==> src/rtl/accum_dump.sv <==
// rtl/accum_dump.sv - integrate-and-dump averager feeding the clip stage
//
// Purpose:
//    Sums n_avg unsigned samples, right-shifts the window sum by shift and
//    emits one saturated P_WIDTH-bit result per window with a 1-cycle strobe.
//
// Ports:
//    clk         in   clock, rising edge
//    rst_n       in   asynchronous active-low reset
//    clr         in   synchronous clear: abort window, drop partial sum
//    n_avg       in   samples per window (0 treated as 1), latched at window start
//    shift       in   right shift applied to window sum, latched at window start
//    din_valid   in   sample qualifier
//    din         in   unsigned sample
//    dout_valid  out  1-cycle strobe, dout/dout_ovf updated
//    dout        out  averaged result, held between strobes
//    dout_ovf    out  shifted sum exceeded P_WIDTH bits, dout saturated
//
// Configuration:
//    ACCUM_DUMP_ROUND_EN  round-half-up before the shift instead of truncation

module accum_dump #(
   parameter int P_WIDTH = 16,
   parameter int P_NW    = 8,
   parameter int P_SW    = 5
) (
   input  logic               clk,
   input  logic               rst_n,
   input  logic               clr,
   input  logic [P_NW-1:0]    n_avg,
   input  logic [P_SW-1:0]    shift,
   input  logic               din_valid,
   input  logic [P_WIDTH-1:0] din,
   output logic               dout_valid,
   output logic [P_WIDTH-1:0] dout,
   output logic               dout_ovf
);

   localparam int P_ACC_W = P_WIDTH + P_NW;

   typedef enum logic {
      IDLE = 1'b0,
      ACC  = 1'b1
   } state_t;

   state_t               state_q, state_d;
   logic [P_ACC_W-1:0]   acc_q, acc_d;
   logic [P_NW-1:0]      cnt_q, cnt_d;
   logic [P_NW-1:0]      n_lat_q, n_lat_d;
   logic [P_SW-1:0]      shift_lat_q, shift_lat_d;
   logic [P_WIDTH-1:0]   dout_q, dout_d;
   logic                 dout_valid_q, dout_valid_d;
   logic                 dout_ovf_q, dout_ovf_d;

   logic                 win_start;
   logic [P_NW-1:0]      n_eff;
   logic [P_SW-1:0]      shift_eff;
   logic                 last_sample;
   logic [P_ACC_W-1:0]   sum;
   logic [P_ACC_W:0]     shifted;
   logic [P_ACC_W:0]     scaled;
   logic [P_WIDTH-1:0]   res;
   logic                 res_ovf;

   // The first sample of a window uses the live n_avg/shift so that it can
   // itself be the final sample (n==1) without waiting for the latch.
   always_comb begin
      win_start   = (state_q == IDLE);
      n_eff       = n_lat_q;
      shift_eff   = shift_lat_q;
      if (win_start) begin
         n_eff     = (n_avg == '0) ? P_NW'(1) : n_avg;
         shift_eff = shift;
      end
      last_sample = din_valid && (cnt_q == (n_eff - P_NW'(1)));
      sum         = acc_q + {{P_NW{1'b0}}, din};
   end

`ifdef ACCUM_DUMP_ROUND_EN
   localparam logic [P_ACC_W:0] ONE_X = 1;
   logic [P_ACC_W:0] rnd_sum;

   // One extra bit so adding the half-LSB can never wrap.
   always_comb begin
      rnd_sum = {1'b0, sum};
      if (shift_eff != '0) begin
         rnd_sum = {1'b0, sum} + (ONE_X << (shift_eff - P_SW'(1)));
      end
      shifted = rnd_sum >> shift_eff;
   end
`else
   always_comb begin
      shifted = {1'b0, sum >> shift_eff};
   end
`endif

   // Shifting the whole accumulator away yields 0, even if rounding would
   // otherwise carry a one back in.
   always_comb begin
      scaled = shifted;
      if (32'(shift_eff) >= P_ACC_W) begin
         scaled = '0;
      end
      res_ovf = |scaled[P_ACC_W:P_WIDTH];
      res     = res_ovf ? {P_WIDTH{1'b1}} : scaled[P_WIDTH-1:0];
   end

   always_comb begin
      state_d      = state_q;
      acc_d        = acc_q;
      cnt_d        = cnt_q;
      n_lat_d      = n_lat_q;
      shift_lat_d  = shift_lat_q;
      dout_d       = dout_q;
      dout_valid_d = 1'b0;
      dout_ovf_d   = dout_ovf_q;

      if (clr) begin
         // clr beats a coincident sample; dout/dout_ovf are left alone.
         state_d = IDLE;
         acc_d   = '0;
         cnt_d   = '0;
      end else if (din_valid) begin
         if (win_start) begin
            n_lat_d     = n_eff;
            shift_lat_d = shift_eff;
         end
         if (last_sample) begin
            state_d      = IDLE;
            acc_d        = '0;
            cnt_d        = '0;
            dout_d       = res;
            dout_ovf_d   = res_ovf;
            dout_valid_d = 1'b1;
         end else begin
            state_d = ACC;
            acc_d   = sum;
            cnt_d   = cnt_q + P_NW'(1);
         end
      end
   end

   always_ff @(posedge clk or negedge rst_n) begin
      if (!rst_n) begin
         state_q      <= IDLE;
         acc_q        <= '0;
         cnt_q        <= '0;
         n_lat_q      <= '0;
         shift_lat_q  <= '0;
         dout_q       <= '0;
         dout_valid_q <= 1'b0;
         dout_ovf_q   <= 1'b0;
      end else begin
         state_q      <= state_d;
         acc_q        <= acc_d;
         cnt_q        <= cnt_d;
         n_lat_q      <= n_lat_d;
         shift_lat_q  <= shift_lat_d;
         dout_q       <= dout_d;
         dout_valid_q <= dout_valid_d;
         dout_ovf_q   <= dout_ovf_d;
      end
   end

   assign dout       = dout_q;
   assign dout_valid = dout_valid_q;
   assign dout_ovf   = dout_ovf_q;

endmodule
==> config.mk <==
export PLATFORM = sky130hd
export DESIGN_NAME = accum_dump
export DESIGN_NICKNAME = d
export VERILOG_FILES = /design/src/rtl/accum_dump.sv
export SDC_FILE = /design/constraint.sdc
export NUM_CORES = 1
export LEC_CHECK = 0
export ABC_AREA = 1
export CAP_MARGIN = 25
export CORE_MARGIN = 4
export CORE_UTILIZATION = 30
export CTS_CLUSTER_SIZE = 10
export DETAILED_ROUTE_END_ITERATION = 16
export DONT_BUFFER_PORTS = 1
export GPL_ROUTABILITY_DRIVEN = 1
export PLACE_DENSITY = 0.52
export SYNTH_ARGS = -nofsm -noshare
export SYNTH_HDL_FRONTEND = slang
export SYNTH_SLANG_ARGS = --single-unit
export TNS_END_PERCENT = 50
==> constraint.sdc <==
create_clock -name clk -period 5.55 [get_ports clk]
set_clock_uncertainty 0.1 [all_clocks]
set_input_delay 0.8325 -clock clk [delete_from_list [all_inputs] [get_ports clk]]
set_output_delay 0.8325 -clock clk [all_outputs]
set_load 0.02 [all_outputs]
==> results of run 1 <==
==> power by group <==
| part | switching [mW] | internal (mW) | leakage, nW | total [mW] |
|---|---|---|---|---|
| registers | 0.0654 | 0.526 | 0.857 | 0.592 |
| clock network | 0.223 | 0.313 | 0.128 | 0.536 |
| logic | 0.516 | 0.249 | 2.27 | 0.764 |
| total | 0.804 | 1.09 | 3.25 | 1.89 |
==> layout make-up <==
class	instances	area share, %
Inverter	108	6.25
Multi-Input combinational cell	755	59.1
Clock inverter	5	0.502
Tap cell	265	5.11
Timing Repair Buffer	5	0.579
Clock buffer	11	3.74
Sequential cell	64	24.7
==> state kept, by name, summed over array words and instances (netlist names) <==
register     cells
state_q          1
cnt_q            8
dout_ovf         1
acc_q           24
shift_lat_q      5
n_lat_q          8
dout_valid       1
dout            16
==> cells by family after synthesis <==
group / Yosys count / synth area share, %
fa+ha+maj: 19 / 4.10
simple gates: 610 / 45.3
compound gates: 102 / 10.8
buf+inv: 136 / 9.27
flops: 64 / 26.8
xor+xnor: 24 / 3.77
==> placed cells by master (no fill, tap or decap), drive strengths merged <==
master / instances
buf: 5
o21a: 3
ha: 18
xor2: 19
dfrtp: 64
xnor2: 5
or2: 12
a21oi: 21
nand2: 355
a31oi: 1
nand3b: 3
nor3: 7
nand3: 152
o211ai: 5
clkinv: 4
a32o: 4
o221ai: 1
and2: 5
o22ai: 14
o21ai: 53
nor2: 56
clkbuf: 11
fa: 1
nand4: 17
clkinvlp: 3
and3: 3
inv: 106
==> layer usage <==
metal / global-route usage (%) / part of all wire, %
met4: 5.40 / 2.2
met3: 3.65 / 5.3
met1: 23.2 / 47
met2: 28.3 / 46
met5: 0 / 0
==> how the worst max path moves through the flow <==
stage,from,depth (start not counted),to,slack [ps]
after floorplan,din[0],18,dout[7],2500
after global placement,din[0],18,dout[7],1960
after detailed placement,din[0],18,dout[12],1960
after CTS,state_q,12,dout[11],2220
after global routing,state_q,13,dout[11],1960
final,din[0],18,dout[8],2280
==> metrics by stage <==
| step | utilization [%] | area (µm²) |
|---|---|---|
| detailed placement | 31.8 | 6210 |
| finish | 33.2 | 6480 |
| CTS | 33.2 | 6480 |
| floorplan | - | 5980 |
| global route | 33.2 | 6480 |
| global placement | 31.8 | 6210 |
==> out/qor.csv, run 1 <==
stage,metric,value,unit
worst_setup_path,critical path's top delay family,simple AND/OR/NAND/NOR gates,
placement,Cells after DPL,1197,
worst_setup_path,Slowest cell on crit path,fa_1,
synth,distinct cell type count after synthesis,49,
clock_tree,CTS tree,done,
power,PwrDens,292,nW/µm²
clock_tree,postcts setup bufs,0,
worst_setup_path,WP buf/inv,0,
clock_tree,# resized after CTS,0,
sta,Period minus WS final,3270,ps
detailed_routing,via count,6024,
detailed_routing,wire per inst,15.4,µm
final_layout,fraction of layout cells with a size suffix above 1,7.28,%
worst_setup_path,Setup crit end kind,flip-flop,
final_layout,Area Overhead vs Synth,8.41,%
sta,Final setup viols,0,
floorplan,Initial Util,30.6,%
final_layout,non-filler cells in the finished layout,1213,
placement,HPWL after DPL,14500,µm
worst_setup_path,Critical Path RT,5680,ps
global_route,largest net degree at the start of global routing,65,
worst_setup_path,RR Endpoint,dout[8],
clock_tree,H-tree Lvls,3,
synth,synth cell count leaders,"nand2_1 (353), nand3_1 (147), inv_1 (101), dfrtp_1 (64), nor2_1 (47)",
final_layout,footprint of the multi-input gates,3830,µm²
detailed_routing,vias per cell,4.97,
synth,syn avg cell area,6.26,µm²
worst_setup_path,R2R setup slack,2290,ps
sta,Final period util,58.9,%
placement,Place WS,1960,ps
flow_run,maxcap violations,0,
worst_hold_path,Hold Path Class,in2async,
sta,setup TNS,0,ps
clock_tree,clock latency at the later pin of the worst-skew pair,350,ps
synth,register area share after synthesis,26.8,%
sta,Slew Limit Fails,0,
clock_tree,clock slew at reported path FFs,60,ps
synth,top-area cell type share of the netlist area,26.8,%
worst_setup_path,Worst path most repeated cell,nand2_1,
worst_setup_path,largest stage delay on the critical path,460,ps
worst_setup_path,CP max FO,8,
global_route,first-pass GRT wire length,30800,µm
floorplan,I/O pin cnt,51,
synth,Syn Nets,1007,
worst_setup_path,Critical Path AT,3400,ps
worst_setup_path,startpoint type of the worst setup path,input pin,
global_route,vias in the first global route,5805,
synth,synthesis warning total,0,
global_route,GR Util All Layers,17.4,%
synth,synth top area cells,"dfrtp_1 (27%), nand2_1 (22%), nand3_1 (12%)",
power,worst vdd ir,0.145,mV
placement,gpl congestion,0.889,
clock_tree,number of CTS-inserted buffers,9,
synth,synthesized cell area,5980,µm²
placement,port bufs,0,
synth,share of async-settable or async-resettable flops after synthesis,100,%
sta,Fin. Hold Viols,0,
sta,Hold WS,83.5,ps
synth,Syn Inst Count,955,
floorplan,Placeable Area,19500,µm²
detailed_routing,final WL,18700,µm
detailed_routing,DR iter-0 viols,392,
clock_tree,clock root buffer,clkbuf_16,
status,status,"finished, final reports clean",
final_layout,nets,995,
synth,most common cell in the netlist,nand2_1,
final_layout,ant diodes,0,
detailed_routing,drc violations,0,
global_route,antenna violations before repair,0,
worst_setup_path,worst reg2reg path depth,12,
global_route,global route overflow,0,
worst_setup_path,RR Startpoint,state_q,
clock_tree,clock sinks,64,
sta,relative slew slack,42.0,%
final_layout,fillers,2249,
power,Final Total Pwr,1.89,mW
clock_tree,cts hold-fix bufs,0,
power,leakage power,3.25,nW
sta,Max Clk Rate,306,MHz
sta,Slew @ Worst Pin,867,ps
synth,Post-synth EDFFs,0,
synth,Most used DFF post-synth,dfrtp_1,
floorplan,Die Y,149,µm
detailed_routing,Antenna Nets Post-Route,0,
worst_setup_path,"critical path, cell by cell",ha_1 -> fa_1 -> nand2_1 -> nand2_1 -> nand3_1 -> nand2_1 -> nand2_1 -> nand2_1 -> nand3_1 -> nand3_1 -> nand3_1 -> nand3_2 -> nand3_1 -> nand2_1 -> nor2_4 -> nand3_1 -> nand2_1 -> nand2_1,
floorplan,Total Die Area,22300,µm²
floorplan,die width,149,µm
worst_setup_path,Crit Path Class,in2reg,
floorplan,row count,51,
sta,RSZ-0062 raised after global routing,no,
sta,Final WS setup,2280,ps
detailed_routing,DRT Pass-1 Iters,5,
clock_tree,CTS max path bufs,2,
final_layout,Reg area,1600,µm²
synth,number of synthesized register bits,64,
synth,Yosys top cell by area,dfrtp_1,
No activity file was read; power rests on OpenSTA's default activity.
==> run 2: changes to the inputs <==
==> constraint.sdc (replaced) <==
create_clock -name clk -period 3.4 [get_ports clk]
set_clock_uncertainty 0.1 [all_clocks]
set_input_delay 0.51 -clock clk [delete_from_list [all_inputs] [get_ports clk]]
set_output_delay 0.51 -clock clk [all_outputs]
set_load 0.02 [all_outputs]
==> run 2 against run 1 <==
  * Die area unchanged
  * Register-to-register slack worse by 2000 ps
  * Largest power group unchanged
  * Setup slack worse by 2000 ps
==> out/qor.csv, run 2 (synthesis gave the netlist of run 1 again) <==
stage,metric,value,unit,change
global_route,largest net degree at the start of global routing,65,,unchanged
clock_tree,CTS tree,done,,
sta,Slew Limit Fails,0,,unchanged
sta,Final setup viols,0,,unchanged
worst_setup_path,CP max FO,5,,-3
sta,Final WS setup,314,ps,-1970 ps
placement,HPWL after DPL,14600,µm,+1.2%
detailed_routing,drc violations,0,,unchanged
clock_tree,clock slew at reported path FFs,60,ps,about the same
global_route,vias in the first global route,5968,,+2.8%
worst_setup_path,Critical Path RT,3530,ps,-2150 ps
global_route,GR Util All Layers,17.4,%,-0.039 points
status,status,"finished, final reports clean",,
floorplan,Initial Util,30.6,%,unchanged
final_layout,ant diodes,0,,unchanged
detailed_routing,via count,6002,,-0.37%
detailed_routing,vias per cell,4.91,,-1.1%
final_layout,footprint of the multi-input gates,3840,µm²,+0.29%
floorplan,Total Die Area,22300,µm²,unchanged
global_route,antenna violations before repair,0,,unchanged
sta,Period minus WS final,3090,ps,
clock_tree,CTS max path bufs,2,,unchanged
global_route,global route overflow,0,,unchanged
detailed_routing,wire per inst,15.5,µm,+0.41%
clock_tree,clock latency at the later pin of the worst-skew pair,340,ps,about the same
final_layout,Reg area,1600,µm²,unchanged
detailed_routing,Antenna Nets Post-Route,0,,unchanged
worst_setup_path,Critical Path AT,3220,ps,-180 ps
detailed_routing,DRT Pass-1 Iters,5,,unchanged
sta,relative slew slack,50.2,%,+8.2 points
power,worst vdd ir,0.256,mV,+76%
final_layout,Largest Register,acc_q,,
final_layout,fillers,2156,,-4.1%
floorplan,I/O pin cnt,51,,unchanged
floorplan,Die Y,149,µm,unchanged
placement,Place WS,150,ps,-1810 ps
power,PwrDens,522,nW/µm²,+79%
floorplan,row count,51,,unchanged
detailed_routing,DR iter-0 viols,374,,-4.6%
sta,Final period util,90.8,%,
sta,Slew @ Worst Pin,745,ps,-122 ps
power,leakage power,3.36,nW,+3.3%
detailed_routing,final WL,18900,µm,+1.2%
clock_tree,clock root buffer,clkbuf_16,,
worst_setup_path,Setup crit end kind,flip-flop,,
worst_hold_path,Hold Path Class,in2reg,,
clock_tree,H-tree Lvls,3,,unchanged
global_route,first-pass GRT wire length,30800,µm,about the same
placement,port bufs,0,,unchanged
sta,setup TNS,0,ps,unchanged
worst_setup_path,Crit Path Class,reg2reg,,
final_layout,"commonest non-fill, non-tap cells in the layout","nand2_1 (353), nand3_1 (147), inv_1 (101)",,
sta,Fin. Hold Viols,0,,unchanged
floorplan,Placeable Area,19500,µm²,unchanged
final_layout,nets,1004,,+0.90%
clock_tree,number of CTS-inserted buffers,9,,unchanged
sta,RSZ-0062 raised after global routing,no,,
final_layout,"most common cell after layout, fill and taps aside",nand2_1,,
clock_tree,clock sinks,64,,unchanged
final_layout,Largest register FFs,24,,unchanged
flow_run,maxcap violations,0,,unchanged
sta,Max Clk Rate,324,MHz,
worst_setup_path,startpoint type of the worst setup path,flip-flop,,
placement,gpl congestion,0.912,,+2.6%
final_layout,Area Overhead vs Synth,11.8,%,
final_layout,fraction of layout cells with a size suffix above 1,8.25,%,+0.98 points
floorplan,die width,149,µm,unchanged
==> run 2: cell types whose count changed in the layout (fill, tap and decap cells not counted), moves of 2 or more <==
cell	delta
nor2_2	+2
bufinv_16	+5
buf_4	+6
clkinvlp_4	-3
==> run 2: critical path: stages, from the launching register on <==
cell     delay, ps
dfrtp_1        380
ha_1           240
fa_2           400
nand2_1         70
nand2_1         90
nand3_1        140
nand2_1        110
nand2_1        130
nand3_1        140
nand3_1        150
nand3_1        120
nand3_1        110
nand2_1        120
nand3_1         80
nand2_1        150
nor2_4         220
nand3_1        110
nand2_1         70
nand2_1         40
==> run 2: layer usage <==
metal | wire (µm) | track usage (%) | up-vias
met3 | 798 | 3.40 | 28
met4 | 557 | 6.09 | 0
met5 | 0 | 0 | -
met1 | 8920 | 22.6 | 2743
met2 | 8620 | 28.7 | 130
li1 | - | - | 3101
==> run 2: through the flow <==
step                power [mW]  hold WS [ps]  area (µm²)  utilization [%]  std cells
floorplan                 1.92           114        5980                -        955
global route              3.73           262        6690             34.2       1222
finish                    3.49           236        6690             34.2       1222
global placement          2.23           118        6250             32.0       1203
detailed placement        2.23           118        6250             32.0       1203
CTS                       3.52           224        6680             34.2       1221
==> run 2: path summary, 6_finish.rpt <==
check / endpoint / startpoint / depth (start not counted) / slack (ps)
min reg2reg: acc_q[6] / acc_q[6] / 2 / 390
min in group asynchronous: acc_q[6] / rst_n / 2 / 590
max in group asynchronous: dout[12] / rst_n / 2 / 2270
min: n_lat_q[5] / n_avg[5] / 2 / 240
max reg2reg: dout[1] / acc_q[0] / 18 / 310
max: dout[1] / acc_q[0] / 18 / 310
==> run 2: final cells by class <==
| type | count | share of cell area [%] |
|---|---|---|
| multi-input cells | 756 | 57.5 |
| clock inverters | 6 | 2.32 |
| flip-flops and latches | 64 | 24.0 |
| well taps | 265 | 4.96 |
| inverters | 108 | 6.06 |
| clock buffers | 10 | 3.42 |
| repair buffers | 13 | 1.80 |
==> run 2: what timing repair did <==
action                                 in CTS  in global routing
hold buffers                                2                  0
resized for setup                           0                  2
setup buffers                               0                  0
setup endpoints to repair                   0                  8
endpoints found under the hold margin      64                  0
==> run 2: power by group <==
group / switching, mW / internal, mW
Clock: 0.374 / 0.864
Sequential: 0.106 / 0.859
Combinational: 0.870 / 0.420
==> run 3: changes to the inputs <==
--- a/config.mk
+++ b/config.mk
@@ -9,11 +9,12 @@
 export CAP_MARGIN = 25
 export CORE_MARGIN = 4
 export CORE_UTILIZATION = 30
-export CTS_CLUSTER_SIZE = 10
+export CTS_CLUSTER_SIZE = 25
 export DETAILED_ROUTE_END_ITERATION = 16
 export DONT_BUFFER_PORTS = 1
 export GPL_ROUTABILITY_DRIVEN = 1
 export PLACE_DENSITY = 0.52
+export SKIP_CTS_REPAIR_TIMING = 1
 export SYNTH_ARGS = -nofsm -noshare
 export SYNTH_HDL_FRONTEND = slang
 export SYNTH_SLANG_ARGS = --single-unit
==> run 3 against run 2 <==
  * Utilization stayed put
  * Final cell count stayed put
  * Register-to-register slack hardly changed
  * Hold slack hardly changed
  * Power hardly changed
  * Critical path type unchanged
  * Fmax hardly changed
==> out/qor.csv, run 3 (synthesis gave the netlist of run 1 again) <==
stage,metric,value,unit,change
final_layout,fillers,2156,,unchanged
worst_hold_path,min-delay src,n_avg[5],,
placement,port bufs,0,,unchanged
worst_setup_path,R2R setup slack,320,ps,about the same
sta,Fin. Hold Viols,0,,unchanged
clock_tree,clock latency at the later pin of the worst-skew pair,350,ps,about the same
clock_tree,number of CTS-inserted buffers,9,,unchanged
floorplan,row count,51,,unchanged
clock_tree,H-tree Lvls,3,,unchanged
sta,Period minus WS final,3080,ps,-1.16 ps
global_route,global route overflow,0,,unchanged
final_layout,footprint of the multi-input gates,3840,µm²,unchanged
worst_setup_path,Critical Path AT,3220,ps,about the same
worst_setup_path,CP max FO,5,,unchanged
final_layout,"most common cell after layout, fill and taps aside",nand2_1,,
floorplan,die width,149,µm,unchanged
placement,gpl congestion,0.912,,unchanged
clock_tree,CTS max path bufs,2,,unchanged
clock_tree,clock sinks,64,,unchanged
clock_tree,CTS tree,done,,
worst_setup_path,Setup crit end kind,flip-flop,,
floorplan,Placeable Area,19500,µm²,unchanged
final_layout,fraction of layout cells with a size suffix above 1,8.25,%,unchanged
detailed_routing,DRT Pass-1 Iters,5,,unchanged
final_layout,Reg area,1600,µm²,unchanged
sta,RSZ-0062 raised after global routing,no,,
sta,Slew Limit Fails,0,,unchanged
worst_setup_path,Critical Path RT,3530,ps,about the same
clock_tree,clock slew at reported path FFs,60,ps,about the same
sta,setup TNS,0,ps,unchanged
global_route,largest net degree at the start of global routing,65,,unchanged
worst_hold_path,hold endpoint,n_lat_q[5],,
floorplan,Total Die Area,22300,µm²,unchanged
floorplan,I/O pin cnt,51,,unchanged
global_route,first-pass GRT wire length,30800,µm,about the same
detailed_routing,final WL,18900,µm,about the same
power,worst vdd ir,0.256,mV,+0.29%
worst_hold_path,WHS Path Cells,2,,unchanged
final_layout,Largest Register,acc_q,,
worst_setup_path,RR Startpoint,acc_q[0],,
placement,HPWL after DPL,14600,µm,unchanged
detailed_routing,Antenna Nets Post-Route,0,,unchanged
power,PwrDens,523,nW/µm²,about the same
clock_tree,clock root buffer,clkbuf_16,,
global_route,GR Util All Layers,17.3,%,about the same
global_route,vias in the first global route,5960,,-0.13%
sta,Slew @ Worst Pin,745,ps,-0.278 ps
final_layout,Area Overhead vs Synth,11.8,%,unchanged
floorplan,Die Y,149,µm,unchanged
detailed_routing,wire per inst,15.5,µm,about the same
floorplan,Initial Util,30.6,%,unchanged
sta,Final setup viols,0,,unchanged
worst_setup_path,startpoint type of the worst setup path,flip-flop,,
status,status,"finished, final reports clean",,
detailed_routing,DR iter-0 viols,392,,+4.8%
sta,relative slew slack,50.2,%,about the same
global_route,antenna violations before repair,0,,unchanged
final_layout,ant diodes,0,,unchanged
power,leakage power,3.36,nW,unchanged
worst_setup_path,Crit Path Class,reg2reg,,
sta,Max Clk Rate,324,MHz,about the same
flow_run,maxcap violations,0,,unchanged
detailed_routing,drc violations,0,,unchanged
worst_setup_path,worst reg2reg path depth,18,,unchanged
sta,Final WS setup,315,ps,+1.16 ps
sta,Final period util,90.7,%,about the same
final_layout,"commonest non-fill, non-tap cells in the layout","nand2_1 (353), nand3_1 (147), inv_1 (101)",,
worst_hold_path,Hold Path Class,in2reg,,
worst_setup_path,RR Endpoint,dout[1],,
final_layout,nets,1004,,unchanged
final_layout,Largest register FFs,24,,unchanged
detailed_routing,vias per cell,4.91,,about the same
detailed_routing,via count,5997,,-0.083%
placement,Place WS,150,ps,unchanged
-- run 3: cell counts in the layout (fill, tap and decap cells not counted) --
Identical to the previous run, type by type.
-- run 3: how the worst max path moves through the flow --
stage | start | endpoint | slack [ps] | cells past startpoint
4_1_cts | acc_q[0] | dout[13] | 280 | 18
6_report | acc_q[0] | dout[1] | 320 | 18
3_3_place_gp | din[0] | dout[7] | 150 | 18
5_1_grt | acc_q[13] | dout[1] | 30 | 17
3_5_place_dp | din[0] | dout[15] | 150 | 18
2_1_floorplan | din[0] | dout[7] | 680 | 18
-- run 3: stage by stage --
stage | area [µm²] | utilization, % | hold WS (ps) | std cells | total power, mW
detailed placement | 6250 | 32.0 | 118 | 1203 | 2.23
global placement | 6250 | 32.0 | 118 | 1203 | 2.23
global route | 6690 | 34.2 | 262 | 1222 | 3.73
floorplan | 5980 | - | 114 | 955 | 1.92
CTS | 6640 | 34.0 | -256 | 1219 | 3.50
finish | 6690 | 34.2 | 235 | 1222 | 3.49
-- run 3: critical path, cell delays in order, from the launching register on --
cell	delay, ps
dfrtp_1	380
ha_1	240
fa_2	400
nand2_1	70
nand2_1	90
nand3_1	140
nand2_1	110
nand2_1	130
nand3_1	140
nand3_1	160
nand3_1	120
nand3_1	110
nand2_1	120
nand3_1	80
nand2_1	150
nor2_4	220
nand3_1	110
nand2_1	70
nand2_1	40
-- run 3: power by group --
part | internal, mW | leakage (nW) | switching [mW]
Clock | 0.864 | 0.187 | 0.375
Sequential | 0.859 | 0.857 | 0.106
Combinational | 0.420 | 2.31 | 0.871
-- run 3: layout make-up --
class | count | share of cell area [%]
clock inverter | 6 | 2.32
multi-input combinational | 756 | 57.5
timing repair buffer | 13 | 1.80
inverter | 108 | 6.06
tap | 265 | 4.96
sequential | 64 | 24.0
clock buffer | 10 | 3.42
-- run 3: per-layer routing --
metal	global-route usage [%]	up-vias	share of wire, %
met2	28.7	141	46
met1	22.5	2727	47
met5	0	-	0
li1	-	3100	-
met4	6.09	0	3.0
met3	3.43	29	4.8
